<file path="config.mk">
export PLATFORM = sky130hd
export DESIGN_NAME = conv_window_buffer
export DESIGN_NICKNAME = d
export VERILOG_FILES = /design/src/rtl/conv_window_buffer.sv
export SDC_FILE = /design/constraint.sdc
export NUM_CORES = 2
export LEC_CHECK = 0
export CORE_ASPECT_RATIO = 1.75
export CORE_MARGIN = 4
export CORE_UTILIZATION = 55
export CTS_CLUSTER_SIZE = 30
export DETAILED_ROUTE_END_ITERATION = 8
export GPL_ROUTABILITY_DRIVEN = 0
export PLACE_DENSITY = 0.86
export RECOVER_POWER = 25
export SETUP_SLACK_MARGIN = 0.15
export SYNTH_ARGS = -nofsm -noshare
export SYNTH_HDL_FRONTEND = slang
export SYNTH_SLANG_ARGS = --single-unit
</file>
<file path="constraint.sdc">
create_clock -name clk -period 8 [get_ports clk]
set_input_delay 1.6 -clock clk [delete_from_list [all_inputs] [get_ports clk]]
set_output_delay 1.6 -clock clk [all_outputs]
set_load 0.1 [all_outputs]
</file>
<file path="src/rtl/conv_window_buffer.sv">
// Streaming 5x5 sliding-window generator: raster-order pixels in, one registered
// 5x5 window per valid (unpadded) output position out, valid/ready on both sides.
module conv_window_buffer #(
    parameter int bitwidth = 16,
    parameter int IMG_W    = 28,
    parameter int IMG_H    = 28
) (
    input  logic                       clk,
    input  logic                       reset,
    input  logic                       in_valid,
    output logic                       in_ready,
    input  logic signed [bitwidth-1:0] in_pixel,
    output logic                       out_valid,
    input  logic                       out_ready,
    output logic signed [bitwidth-1:0] map_block [4:0][4:0],
    output logic                       out_last
);
    localparam int CW = $clog2(IMG_W);
    localparam int RW = $clog2(IMG_H);

    logic [CW-1:0] col_reg, col_next, rd_addr;
    logic [RW-1:0] row_reg, row_next;
    logic          accept, col_wrap, row_wrap;
    logic          out_valid_reg, out_last_reg;
    logic signed [bitwidth-1:0] win_reg [4:0][4:0];
    // taps slice k holds row r-1-k at the column of the next pixel to be accepted
    logic [4*bitwidth-1:0] taps;

    assign in_ready = !out_valid_reg || out_ready;
    assign accept   = in_valid && in_ready;
    assign col_wrap = (col_reg == CW'(IMG_W - 1));
    assign row_wrap = (row_reg == RW'(IMG_H - 1));

    always_comb begin
        col_next = col_reg;
        row_next = row_reg;
        if (accept) begin
            if (col_wrap) begin
                col_next = '0;
                row_next = row_wrap ? '0 : row_reg + RW'(1);
            end else begin
                col_next = col_reg + CW'(1);
            end
        end
    end

    // Read one column ahead so the registered RAM output is ready at the accept
    // edge; the address being read is never the one being written that cycle.
    assign rd_addr = reset ? '0 : col_next;

    genvar gi;
    generate
        for (gi = 0; gi < 4; gi++) begin : g_line
            logic signed [bitwidth-1:0] mem [IMG_W];
            logic signed [bitwidth-1:0] rd_reg;
            logic signed [bitwidth-1:0] wr_data;

            if (gi == 0) begin : g_head
                assign wr_data = in_pixel;
            end else begin : g_chain
                assign wr_data = taps[(gi-1)*bitwidth +: bitwidth];
            end

            always_ff @(posedge clk) begin
                if (accept) begin
                    mem[col_reg] <= wr_data;
                end
                rd_reg <= mem[rd_addr];
            end

            assign taps[gi*bitwidth +: bitwidth] = rd_reg;
        end
    endgenerate

    always_ff @(posedge clk) begin
        if (reset) begin
            col_reg       <= '0;
            row_reg       <= '0;
            out_valid_reg <= 1'b0;
            out_last_reg  <= 1'b0;
            for (int i = 0; i < 5; i++) begin
                for (int j = 0; j < 5; j++) begin
                    win_reg[i][j] <= '0;
                end
            end
        end else begin
            col_reg <= col_next;
            row_reg <= row_next;
            if (accept) begin
                for (int i = 0; i < 5; i++) begin
                    for (int j = 0; j < 4; j++) begin
                        win_reg[i][j] <= win_reg[i][j+1];
                    end
                end
                win_reg[4][4] <= in_pixel;
                for (int i = 0; i < 4; i++) begin
                    win_reg[i][4] <= taps[(3-i)*bitwidth +: bitwidth];
                end
                out_valid_reg <= (row_reg >= RW'(4)) && (col_reg >= CW'(4));
                out_last_reg  <= row_wrap && col_wrap;
            end else if (out_valid_reg && out_ready) begin
                out_valid_reg <= 1'b0;
                out_last_reg  <= 1'b0;
            end
        end
    end

    assign map_block = win_reg;
    assign out_valid = out_valid_reg;
    assign out_last  = out_last_reg;

endmodule

</file>
* Yosys cells after proc, flatten, opt, wreduce, memory -nomap -nowiden
Memory sizes are Yosys's and may differ from the RTL's. A register that Yosys moved wholly into a read port is not among the register bits.
Cells that the tools add are included.
** Operators by class
- Add/subtract/negate cells :: 2
- Multipliers :: 0
- Div/mod/pow operators :: 0
- Magnitude comparators :: 2
- Equal/unequal tests :: 2
- Shifts and indexed selects :: 0
- Mux-type cells :: 9
- Bitwise gates (word level) :: 0
- Reduce and logical (&&, ||, !) cells :: 8
** Operators by type and width (count)
- 5-bit two-way mux :: 4
- 5-bit by 1-bit adder with 5-bit output (second input constant) :: 2
- 5-bit equality test (second input constant) :: 2
- 5-bit by 3-bit greater-or-equal comparator with 1-bit output (second input constant) :: 2
- 1-bit two-way mux :: 5
- 1-bit logical AND :: 4
- 2-bit AND reduction :: 1
- 2-bit nonzero test :: 1
- 1-bit zero test :: 1
- 1-bit logical OR :: 1
** Storage, ports and cells
- Register bits after elaboration :: 412
- Latch bits :: 0
- Memory bits (writable) :: 1792
- Bits in read-only memories :: 0
- Bits of input ports :: 20
- Output and inout port bits :: 403
- Word-level logic and storage cells :: 56
- Memories kept :: 4
** Memories
- g_line[0].mem :: depth 28, width 16, rd ports 1, clocked after Yosys merged registers in 1, wr ports 1, line 54 : logic signed [bitwidth-1:0] mem [IMG_W];
- g_line[1].mem :: depth 28, width 16, rd ports 1, clocked after Yosys merged registers in 1, wr ports 1, line 54
- g_line[2].mem :: depth 28, width 16, rd ports 1, clocked after Yosys merged registers in 1, wr ports 1, line 54
- g_line[3].mem :: depth 28, width 16, rd ports 1, clocked after Yosys merged registers in 1, wr ports 1, line 54

* Logic depth before layout (Yosys ltp)
- Word-level depth :: 5
- Mapped depth :: 14

* Worst setup path after synthesis
OpenSTA, ideal clock, no wires.
- Path type :: input to register
- Start point :: in in_valid
- End point :: mem g_line[0].mem[20][0], enable pin
- Arrival :: 5493 ps
- Slack :: 2021 ps
- Stages :: 7
- Path buffers :: 3
- Path through :: inv_1 > nor2_1 > clkbuf_1 > clkbuf_1 > clkbuf_1 > nand2_1 > nor2_1
** On the way
- Word-level cells in the longest chain between the ends :: 3
** Ends and longest elaborated chain
- from (decl) :: line 10 : input logic in_valid,
- 1-bit logical AND :: line 30 : assign accept = in_valid && in_ready;
- 1-bit two-way mux :: line 65 : if (accept) begin
- 1-bit two-way mux (not written as such) :: line 66 : mem[col_reg] <= wr_data;
- to (decl) :: line 54
No other way between the ends.

* Final worst setup path
- Start point :: in in_valid
- End point :: reg g_line[1].rd_reg[15] (read register of g_line[1].mem)
** On the way
- Word-level cells in the longest chain between the ends :: 3
** Ends and longest elaborated chain
- 1-bit logical AND :: line 30
- 5-bit two-way mux :: line 37 : if (accept) begin
- 5-bit two-way mux
- to (decl) :: line 55 : logic signed [bitwidth-1:0] rd_reg;
No other way between the ends.
A chain may end at the register's enable or synchronous reset.

==> metrics.csv <==
metric,value,unit
layout_setup_ws,2.304,ns
cts_root_buffer,clkbuf_16,
timing.slew.headroom,-34.88,%
final_nets,6782,
synth_edf_count,1792,
grtUsageMet3,6.190,%
yosysWarnings,0,
row_count,191,
htreeDepth,4,
regToRegEndpoint,g_line[1].rd_reg[15],
grt_pass1_wl,377300,µm
period_share,71.20,%
antenna_found_initial,5,
ctsHoldBuffers,0,
postSynthAreaPerCell,13.24,µm²
grt.overflow.total,0,
first_pass_iters,9,
synthesis.area,86150,µm²
io_buffers,422,
dieArea,163300,µm²
drive_gt1_share,7.230,%
numCtsBuffers,187,
largest_reg_flops,1792,
setup-violations-final,0,
io_pins,423,
failed_checks,"capacitance limit, slew limit",
setup-tns-final,0,ns
clock_skew,0.07924,ns
status,"finished, violations left",
grt_setup_unrepaired,false,
cts_sinks,2268,
initial_utilization,55.46,%
dp.cells,8593,
tritoncts,done,
met1_usage,34.66,%
reg2reg_depth,10,
min-delay-start,map_block[143],
max_freq,175.6,MHz
syn-instance-count,6505,
pwr-share-clk,36.7,%
pwr_density_cell,251.3,nW/µm²
holdPathEnd,map_block[127],
final-instance-count-excl-fill,8930,
seqPwrFrac,54.9,%
finalCriticalPeriod,5.696,ns
drcViolationCount,0,
cp.required,8.70,ns
crit_fanout,85,
cts.clk_slew.worst_paths,0.07,ns
start_kind,input pin,
worstSetupEndpointType,flip-flop,
worstSetupPathType,input pin to flip-flop,
die_x,307.2,µm
synth_flop_cell,edfxtp_1,
fp.dieH,531.6,µm
r2r_slack,2.92,ns
clockBufferDepth,4,
reg2reg_from,col_reg[0],
cts_setup_buffers,0,
pre_cts_slack,1.755,ns
ant_nets,0,
clock_latency,0.85,ns
core_area,155300,µm²
drt_iter0_drc,10200,
cp.arrival,6.40,ns
worstHoldPathCells,2,
finalMaxSlewViolations,329,
synth.distinct_cells,57,
switching_share,24.39,%
fin_total_pwr,24670,µW
routed_wl,262000,µm
use_met2,51.75,%
async_flop_share,0,%
drv_cap,11,
p_int,18650,µW
ctsResizeCount,0,
hold_viol_final,0,
synth_seq_cells,2268,
grt_busiest_layer,met2,
tightest_slew,2.023,ns
grt_max_degree,217,
crit_path_start,in_valid,
ir_drop,0.1653,mV
comb_power_share,8.4,%
syn_nets,6531,
p_leak,0.03236,µW
via_per_inst,6.708,
dp.final_hpwl,144700,µm
switchingPower,6018,µW
fin_hold_ws,0.4476,ns
vias,59900,
ys_seq_area_share,73.52,%
min_path_type,flip-flop to flip-flop,
grt_use_total,30.99,%
routedWlPerCell,29.33,µm
grt_pass1_vias,59340,
syn2layout_area_growth,13.94,%
==> synth_stat cells, types with 39 or more instances <==
library cell | number | area [µm²]
nand2_1 | 1458 | 5473
nor4_2 | 39 | 488.0
mux2i_1 | 214 | 2142
a31oi_1 | 88 | 550.5
a211oi_1 | 186 | 1396
nor3_1 | 41 | 205.2
a221o_1 | 64 | 640.6
a311oi_1 | 39 | 341.6
a22oi_1 | 157 | 1179
o21ai_0 | 93 | 465.5
edfxtp_1 | 1792 | 53810
clkbuf_1 | 285 | 1070
a21oi_1 | 810 | 4054
o22ai_1 | 167 | 1045
and3_1 | 188 | 1176
buf_2 | 155 | 775.7
dfxtp_1 | 476 | 9529
==> how the worst max path moves through the flow <==
stage / end / slack, ns / cells after the start
after global placement: g_line[3].mem[22][13] / 1.83 / 7
final: g_line[1].rd_reg[15] / 2.30 / 9
after CTS: g_line[3].mem[22][10] / 2.53 / 7
after detailed placement: g_line[2].mem[22][4] / 1.76 / 7
after floorplan: g_line[0].mem[20][0] / 2.02 / 7
after global routing: g_line[1].rd_reg[15] / 2.32 / 9
==> cells in the final DEF (no fill, tap or decap), drive strengths merged, types with 2 or more instances in the layout <==
cell type      instances
nor2b                  2
o21ai                116
edfxtp              1792
xor2                   2
mux2i                214
diode                  2
nor3b                 25
ha                     6
and2                   2
nor4                  39
clkdlybuf4s50        419
and3                 188
clkinv                46
clkinvlp               7
a32oi                 24
a311oi                39
nand3                  5
nand4                  3
buf                  126
nor3                  41
mux4                   3
nand2b                 3
clkbuf               275
nand2               1461
dfxtp                476
a31oi                 88
o22ai                167
o211ai                26
nor2                  40
a221o                 64
nand3b                 4
a211oi               186
inv                   20
a22oi                157
bufinv                14
a21oi                813
==> per-layer routing <==
metal	wire length [µm]	up-vias
met5	57	-
met4	26140	8
met3	31420	1510
met2	127200	5084
met1	77120	28570
li1	-	24740
==> logic make-up (layout without fill, tap and decap cells) <==
group,count (synthesis),after routing,synth area share (%)
AO/OA/AOI/OAI,1685,1685,11.93
XOR/XNOR,3,3,0.03050
adder cells (fa/ha/maj),6,6,0.08714
buffers and inverters,510,907,2.739
flip-flops,2268,2268,73.52
multiplexers,217,217,2.565
other,0,2,0
AND/OR/NAND/NOR,1816,1816,9.126
==> power groups by stage <==
stage          Sequential (µW)  Combinational [µW]  Clock (µW)
2_1_floorplan            14100                 911           0
3_3_place_gp             13800                1940           0
3_5_place_dp             13800                2000           0
4_1_cts                  13500                2030        9060
5_1_grt                  13600                2140        9550
6_report                 13500                2060        9060
==> through the flow <==
stage | instance area (µm²) | utilization (%)
2_1_floorplan | 86150 | -
3_3_place_gp | 92270 | 59.40
3_5_place_dp | 92270 | 59.40
4_1_cts | 98210 | 63.22
5_1_grt | 98160 | 63.19
6_report | 98160 | 63.19
==> area by class of cell <==
class                           count  area (µm²)
Sequential cell                  2268       63340
Fill cell                       10150       57170
Multi-Input combinational cell   3727       20790
Timing Repair Buffer              559        5475
Clock buffer                      261        5220
Tap cell                         2026        2535
Clock inverter                     74       724.4
Inverter                           13       71.32
Antenna cell                        2       5.005
==> worst max-delay path: stages <==
cell and delay [ns]:
clkdlybuf4s50_1 0.94, nand4_4 0.91, and2_4 0.71, inv_8 0.45
buf_4 0.57, a211oi_1 0.16, a311oi_1 0.50, nor3_1 0.17
nor4_2 0.30
Note: power is estimated with default switching activity, not from simulation.
